$ cat src/rtl/branch_resolve_stage_pkg.sv
`default_nettype none
// ============================================================================
// Module  : branch_resolve_stage_pkg
// Brief   : Shared encodings for the execute-stage control-flow resolver.
// Revision: 1.0 - initial release
// ============================================================================
package branch_resolve_stage_pkg;

  localparam logic [2:0] c_f3_beq  = 3'b000;
  localparam logic [2:0] c_f3_bne  = 3'b001;
  localparam logic [2:0] c_f3_blt  = 3'b100;
  localparam logic [2:0] c_f3_bge  = 3'b101;
  localparam logic [2:0] c_f3_bltu = 3'b110;
  localparam logic [2:0] c_f3_bgeu = 3'b111;

  localparam logic [3:0] c_cause_misaligned = 4'd0;
  localparam logic [3:0] c_cause_illegal    = 4'd2;

  localparam logic [31:0] c_default_reset_vector = 32'h0000_0000;
  localparam logic [31:0] c_default_trap_vector  = 32'h0000_0100;

  typedef enum logic [1:0] {
    CF_NONE   = 2'd0,
    CF_BRANCH = 2'd1,
    CF_JAL    = 2'd2,
    CF_JALR   = 2'd3
  } cf_kind_e;

  // Conflicting decode flags resolve as jalr > jal > branch.
  function automatic cf_kind_e decode_kind(input logic br, input logic jal, input logic jalr);
    if (jalr)     return CF_JALR;
    else if (jal) return CF_JAL;
    else if (br)  return CF_BRANCH;
    else          return CF_NONE;
  endfunction

  function automatic logic is_illegal_f3(input logic [2:0] f3);
    return (f3 == 3'b010) || (f3 == 3'b011);
  endfunction

endpackage
`default_nettype wire

$ cat src/rtl/branch_resolve_stage_cmp.sv
`default_nettype none
// ============================================================================
// Module  : branch_resolve_stage_cmp
// Brief   : Branch condition comparator (funct3 selects the relation).
// Revision: 1.0 - initial release
// ============================================================================
module branch_resolve_stage_cmp
  import branch_resolve_stage_pkg::*;
(
  input  logic [2:0]  operation,
  input  logic [31:0] operand1,
  input  logic [31:0] operand2,
  output logic        taken
);

  logic w_eq, w_lt, w_ltu;

  assign w_eq  = (operand1 == operand2);
  assign w_lt  = ($signed(operand1) < $signed(operand2));
  assign w_ltu = (operand1 < operand2);

  always_comb begin
    taken = 1'b0;
    case (operation)
      c_f3_beq:  taken = w_eq;
      c_f3_bne:  taken = ~w_eq;
      c_f3_blt:  taken = w_lt;
      c_f3_bge:  taken = ~w_lt;
      c_f3_bltu: taken = w_ltu;
      c_f3_bgeu: taken = ~w_ltu;
      default:   taken = 1'b0;
    endcase
  end

endmodule
`default_nettype wire

$ cat src/rtl/branch_resolve_stage.sv
`default_nettype none
// ============================================================================
// Module  : branch_resolve_stage
// Brief   : Resolves branches/jumps, owns the PC, one registered output stage.
// Revision: 1.0 - initial release
// ============================================================================
module branch_resolve_stage
  import branch_resolve_stage_pkg::*;
#(
  parameter logic [31:0] RESET_VECTOR = c_default_reset_vector,
  parameter logic [31:0] TRAP_VECTOR  = c_default_trap_vector
) (
  input  logic        clock,
  input  logic        reset_n,
  input  logic        in_valid,
  output logic        in_ready,
  input  logic        is_branch,
  input  logic        is_jal,
  input  logic        is_jalr,
  input  logic [2:0]  funct3,
  input  logic [31:0] rs1_value,
  input  logic [31:0] rs2_value,
  input  logic [31:0] immediate,
  output logic [31:0] pc,
  output logic        out_valid,
  input  logic        out_ready,
  output logic        out_redirect,
  output logic [31:0] out_next_pc,
  output logic [31:0] out_link,
  output logic        out_trap,
  output logic [3:0]  out_cause
);

  logic [31:0] r_pc, r_next_pc, r_link;
  logic        r_valid, r_redirect, r_trap;
  logic [3:0]  r_cause;

  cf_kind_e    w_kind;
  logic        w_accept, w_taken, w_illegal, w_cf_taken, w_misaligned, w_trap;
  logic [31:0] w_pc_plus4, w_target, w_next_pc;
  logic [3:0]  w_cause;

  branch_resolve_stage_cmp u_cmp (
    .operation (funct3),
    .operand1  (rs1_value),
    .operand2  (rs2_value),
    .taken     (w_taken)
  );

  assign in_ready   = ~r_valid | out_ready;
  assign w_accept   = in_valid & in_ready;
  assign w_kind     = decode_kind(is_branch, is_jal, is_jalr);
  assign w_pc_plus4 = r_pc + 32'd4;
  assign w_illegal  = (w_kind == CF_BRANCH) && is_illegal_f3(funct3);

  always_comb begin
    w_target   = r_pc + immediate;
    w_cf_taken = 1'b0;
    case (w_kind)
      CF_BRANCH: w_cf_taken = w_taken & ~w_illegal;
      CF_JAL:    w_cf_taken = 1'b1;
      CF_JALR: begin
        w_cf_taken = 1'b1;
        w_target   = (rs1_value + immediate) & 32'hFFFF_FFFE;
      end
      default:   w_cf_taken = 1'b0;
    endcase
  end

  // Only a target actually taken can fault; a not-taken branch never traps.
  assign w_misaligned = w_cf_taken & (w_target[1:0] != 2'b00);
  assign w_trap       = w_illegal | w_misaligned;
  assign w_cause      = w_illegal ? c_cause_illegal : c_cause_misaligned;
  assign w_next_pc    = w_trap     ? TRAP_VECTOR :
                        w_cf_taken ? w_target    : w_pc_plus4;

  always_ff @(posedge clock or negedge reset_n) begin
    if (!reset_n) begin
      r_pc       <= RESET_VECTOR;
      r_valid    <= 1'b0;
      r_redirect <= 1'b0;
      r_trap     <= 1'b0;
      r_next_pc  <= 32'd0;
      r_link     <= 32'd0;
      r_cause    <= 4'd0;
    end else begin
      if (w_accept) begin
        r_valid    <= 1'b1;
        r_pc       <= w_next_pc;
        r_next_pc  <= w_next_pc;
        r_link     <= w_pc_plus4;
        r_redirect <= w_trap | w_cf_taken;
        r_trap     <= w_trap;
        r_cause    <= w_cause;
      end else if (out_ready) begin
        r_valid <= 1'b0;
      end
    end
  end

  assign pc           = r_pc;
  assign out_valid    = r_valid;
  assign out_redirect = r_redirect;
  assign out_next_pc  = r_next_pc;
  assign out_link     = r_link;
  assign out_trap     = r_trap;
  assign out_cause    = r_cause;

endmodule
`default_nettype wire
$ cat config.mk
export PLATFORM = sky130hd
export DESIGN_NAME = branch_resolve_stage
export DESIGN_NICKNAME = d
export VERILOG_FILES = /design/src/rtl/branch_resolve_stage_pkg.sv /design/src/rtl/branch_resolve_stage_cmp.sv /design/src/rtl/branch_resolve_stage.sv
export SDC_FILE = /design/constraint.sdc
export NUM_CORES = 1
export LEC_CHECK = 0
export ABC_AREA = 1
export CELL_PAD_IN_SITES_DETAIL_PLACEMENT = 0
export CELL_PAD_IN_SITES_GLOBAL_PLACEMENT = 1
export CORE_MARGIN = 5
export CORE_UTILIZATION = 38
export DETAILED_ROUTE_END_ITERATION = 10
export PLACE_DENSITY_LB_ADDON = 0.1
export SLEW_MARGIN = 20
export SYNTH_ARGS = -nofsm -noshare
export SYNTH_HDL_FRONTEND = slang
export SYNTH_SLANG_ARGS = --single-unit
$ cat constraint.sdc
create_clock -name clock -period 5.2 [get_ports clock]
set_clock_uncertainty 0.1 [all_clocks]
set_input_delay 0.78 -clock clock [delete_from_list [all_inputs] [get_ports clock]]
set_output_delay 0.78 -clock clock [all_outputs]
set_load 0.02 [all_outputs]
Word level (Yosys, flattened, before mapping)
Index checks and enable logic that the tools add are counted.
{"block": "op_classes", "n_bitwise": 11, "order_cmp": 2, "addsub": 3, "n_mux": 11, "eq_ne": 11, "reduce_logical": 6}
{"cell": "two-way mux 32 bit", "count": 3}
{"cell": "adder 32 bit", "count": 2}
{"cell": "less-than comparator 32 bit", "count": 2}
{"cell": "adder 32 x 3 -> 32 bit (second input constant)", "count": 1}
{"cell": "equality test 32 bit", "count": 1}
{"cell": "equality test 3 bit (second input constant)", "count": 4}
{"cell": "equality test 3 x 2 -> 1 bit (second input constant)", "count": 2}
{"cell": "two-way mux 2 bit", "count": 3}
{"cell": "one-hot mux 1 bit (6 select lines)", "count": 1}
{"cell": "NOT 1 bit", "count": 5}
{"cell": "equality test 2 bit (second input constant)", "count": 2}
{"cell": "nonzero test 2 bit", "count": 2}
{"cell": "bitwise AND 1 bit", "count": 3}
{"cell": "equality test 3 x 1 -> 1 bit (second input constant)", "count": 1}
{"cell": "logical NOT 3 bit", "count": 1}
{"cell": "two-way mux 1 bit", "count": 3}
{"cell": "bitwise OR 1 bit", "count": 3}
{"cell": "equality test 2 x 1 -> 1 bit (second input constant)", "count": 1}
{"cell": "one-hot mux 1 bit (2 select lines)", "count": 1}
{"cell": "OR reduction 2 bit", "count": 1}
{"cell": "logical AND 1 bit", "count": 1}
{"cell": "logical OR 1 bit", "count": 1}
{"block": "word_totals", "reg_bits": 71, "input_bits": 106, "out_inout_bits": 104}

Longest topological paths before layout
{"block": "logic_depth", "ltp_word": 11, "depth_mapped": 25, "ltp_nobuf": 24}

Hierarchy
A second synthesis with hierarchy kept.
{"block": "hier_totals", "cells_unflattened": 1801, "hier_area_um2": 10017.1}
{"module": "branch_resolve_stage", "area_per_inst_um2": 9028.7, "instances": 1, "cells_per_inst": 1632}
{"module": "branch_resolve_stage_cmp", "area_per_inst_um2": 988.4, "instances": 1, "cells_per_inst": 169}

Worst setup path before layout
OpenSTA, ideal clock, no wires.
{"block": "synth_timing", "path_kind": "input port to flip-flop", "start": "input immediate[0]", "end": "register r_next_pc[30], in the netlist out_next_pc[30]", "setup_time_ps": 117, "cell_stages": 19, "path_buffers": 0, "arrival_time_ps": 2589, "path_slack_ps": 2394, "cell_sequence": "nand2_1 -> inv_1 -> fa_1 -> nand3_1 -> nand2_1 -> inv_1 -> nor2_1 -> nor2_1 -> o21ai_0 -> a21oi_1 -> inv_1 -> nand2_1 -> nand2_1 -> nand2_1 -> nand3_1 -> nand2_1 -> nand2_1 -> nand3_1 -> nand2_1"}
{"block": "synth_between", "elab_chain_len": 6}
{"item": "from (decl)", "line": "branch_resolve_stage.sv:23", "source": "input logic [31:0] immediate,"}
{"item": "adder 32 bit (on tied branches)", "line": "branch_resolve_stage.sv:57, branch_resolve_stage.sv:64"}
{"item": "two-way mux 32 bit (*)", "line": "branch_resolve_stage.sv:59", "source": "case (w_kind)"}
{"item": "nonzero test 2 bit", "line": "branch_resolve_stage.sv:71", "source": "assign w_misaligned = w_cf_taken & (w_target[1:0] != 2'b00);"}
{"item": "bitwise AND 1 bit", "line": "branch_resolve_stage.sv:71"}
{"item": "bitwise OR 1 bit", "line": "branch_resolve_stage.sv:72", "source": "assign w_trap = w_illegal | w_misaligned;"}
{"item": "two-way mux 32 bit (*)", "line": "branch_resolve_stage.sv:74", "source": "assign w_next_pc = w_trap ? TRAP_VECTOR :"}
{"item": "to (signal assigned)", "line": "branch_resolve_stage.sv:90", "source": "r_next_pc <= w_next_pc;"}
{"item": "to (decl)", "line": "branch_resolve_stage.sv:34", "source": "logic [31:0] r_pc, r_next_pc, r_link;"}
Every way passes the cells marked *; elsewhere a longest branch is shown, timed or not.
A chain may end at the register's enable or synchronous reset.

Worst setup path in the final report
{"block": "layout_timing", "start": "input immediate[1]", "end": "register r_next_pc[24], in the netlist out_next_pc[24]"}
Same word-level chain as after synthesis.

==> metrics.txt <==
outcome=finished, final reports clean; drt total wl=31480 µm; r2r endpoint=out_next_pc[31]; Crit. End Element=flop; Chip Height=162.9 µm; Residual DRC=0; share of layout cells above drive strength 1=4.101%; CTS Buf Count=9; post-synthesis sequential area ratio=19.16%; synth-to-layout area growth=27.15%; pwr/cell area=292.8 nW/µm²; critical path's slowest cell=clkdlybuf4s50_1; pin count of the biggest net entering global routing=80; maximum vdd drop=0.1688 mV; Total GRT Usage=23.51%; Synth area leaders=dfrtp_1, nand2_1, ha_1; Final Setup Violations=0; Hold WC Path Type=reg2reg; vias per cell=5.025; Crit path max-delay family=compound AO/OA/AOI/OAI gates; setup TNS=0 ps; Final Max Slew Viols=0; unrepaired setup endpoints after global routing=false; IO Port Bufs=206; H-Tree Depth=3; Ys Warns=0; Yosys top cell area share=19.16%; slew margin rel.=39.65%; total power draw=3307 µW; Synth Register Bits=68; FF-to-FF setup slack=2100 ps; Synth Flop Type=dfrtp_1; CTS tree=done; hold depth=2; Slew @ Worst Pin=905.2 ps; CTS resizes=0; worst skew pair latency=330 ps; Post-CTS Setup Inserts=0; chip width=162.9 µm; 1st-pass router iterations=5; Initial Util=38.18%; clk sinks=68; Yosys top cell by area=dfrtp_1; Inst Count DP=1888; CTS Hold Bufs=0; drt wl/cell=16.54 µm; leak pwr=0.005500 µW; Critical R2R Launch=out_next_pc[6]; Hold Crit Start=out_link[21]; crit path launch type=input port; endpoints failing hold=0; core area=23260 µm²; Std-Cell Rows=56; Worst EP arrival=3760 ps; Vias=9568; clk slew on worst S/H paths=60 ps; combined area of all synthesized cells=8881 µm²; final RePlAce weighted congestion=0.9424; DPL Wire Length=25910 µm; vias in the first global route=9375; Final ANT Viol Nets=0; max-cap viol count=0; max incr delay on CP=540 ps; Die Area=26530 µm²; most used cell, CP=nand3_1; Max Fclk=278.3 MHz; synthesized instance count=1419; Nets=1782; WP buf/inv=1; clk buf depth=2; EDFF count, synth=0; post-synthesis async set-or-reset flop share=100.0%; number of I/O pins=210; first-pass GRT wire length=49740 µm; DRT iter0 DRCs=549; Min-Delay Endpoint=out_link[21]; fin crit period=3594 ps; period utilization=69.11%; total grt overflow=0; initial antenna violation count=0; Mean Syn Cell Area=6.259 µm²; Synth cell types=50; cell-by-cell listing of the critical path=clkdlybuf4s50_1 > fa_1 > nand3_1 > nand2_1 > nand2_1 > nand3_1 > a21oi_1 > o21ai_0 > a21boi_0 > or2_2 > nand3_1 > nand3_1 > nand3_1 > nand2_1; crit path max fanout=4; Ant. Diodes=0; crit path kind=in2reg; Root Buffer=clkbuf_16; reg2reg path depth=14; Post-Layout Cell Count=1904; WP data required=5370 ps
-- state kept, by name, indices dropped and copies added, names as in the netlist --
register,count
out_cause,1
out_link,32
out_next_pc,32
out_redirect,1
out_trap,1
out_valid,1
-- cells in the mapped netlist, drive strengths merged (2+ instances only) --
| cell type | n |
|---|---|
| a31oi | 5 |
| xor2 | 30 |
| a21o | 13 |
| nand2 | 370 |
| inv | 185 |
| xnor2 | 7 |
| o21bai | 22 |
| buf | 48 |
| nor2 | 144 |
| o21a | 7 |
| fa | 2 |
| a21oi | 110 |
| clkbuf | 19 |
| nor3 | 19 |
| o31ai | 2 |
| o211ai | 5 |
| dfrtp | 68 |
| nor4 | 4 |
| o221a | 2 |
| nand4 | 13 |
| o21ai | 110 |
| or2 | 3 |
| nand3 | 119 |
| nand3b | 6 |
| a21boi | 4 |
| ha | 94 |
-- per-layer routing --
layer | global-route usage [%] | wire, µm | vias up
met3 | 3.619 | 1645 | 40
met4 | 4.956 | 677 | 0
met5 | 0 | 0 | -
met2 | 40.49 | 14880 | 271
li1 | - | - | 4952
met1 | 31.26 | 14280 | 4305
-- where the power goes --
part           total (µW)  switching [µW]  internal, µW  leakage [µW]
Clock                 601             232           369      0.000139
Combinational        1890            1110           776       0.00448
Sequential            818             177           641      0.000885
-- worst min-delay path, stage by stage (launching register included) --
cell and delay (ps):
dfrtp_1 340, nand2_1 50, o21ai_0 60
-- cell usage in the layout, fill, tap and decap left out, types with 6 or more instances in the layout --
cell	netlist	final
xor2_1	30	30
nand4_1	12	12
clkdlybuf4s50_1	0	205
nand2_2	5	6
o21bai_2	10	10
nand2_1	363	362
nor2_2	6	7
o21ai_0	108	108
nor3_1	17	17
a21o_1	13	13
nor2_1	137	136
clkbuf_16	0	9
nand3b_1	6	6
dfrtp_1	68	68
buf_4	38	9
a21oi_1	110	110
o21a_1	7	7
nand3_1	117	117
inv_1	183	183
ha_1	94	94
o21bai_1	12	12
xnor2_1	7	7
-- worst max path at each step --
stage	start	end	cells after the start
3_3_place_gp	immediate[6]	out_next_pc[31]	15
3_5_place_dp	immediate[1]	out_next_pc[30]	18
4_1_cts	immediate[1]	out_next_pc[30]	18
6_report	immediate[1]	out_next_pc[24]	14
2_1_floorplan	immediate[0]	out_next_pc[30]	19
5_1_grt	immediate[1]	out_next_pc[30]	18
-- through the flow --
stage	cell area [µm²]	util (%)	worst slack [ps]	hold WS [ps]
2_1_floorplan	8889	-	2394	384.4
3_3_place_gp	11010	47.32	1314	367.4
3_5_place_dp	11010	47.32	1311	366.5
4_1_cts	11290	48.54	1652	384.0
5_1_grt	11290	48.54	1338	404.3
6_report	11290	48.54	1606	380.4
-- area by class of cell --
class / count / area [µm²]
Clock inverter: 5 / 52.55
Inverter: 185 / 694.4
Timing Repair Buffer: 215 / 2125
Clock buffer: 11 / 232.7
Multi-Input combinational cell: 1101 / 6087
Fill cell: 2542 / 11970
Sequential cell: 68 / 1702
Tap cell: 319 / 399.1
-- kinds of logic after synthesis --
group	synth area share, %
simple gates	32.67
compound gates	18.23
buf+inv	12.44
fa+ha+maj	13.69
flops	19.16
xor+xnor	3.649
other cells	0.04222
mux	0.1127
No activity file was read; power rests on OpenSTA's default activity.
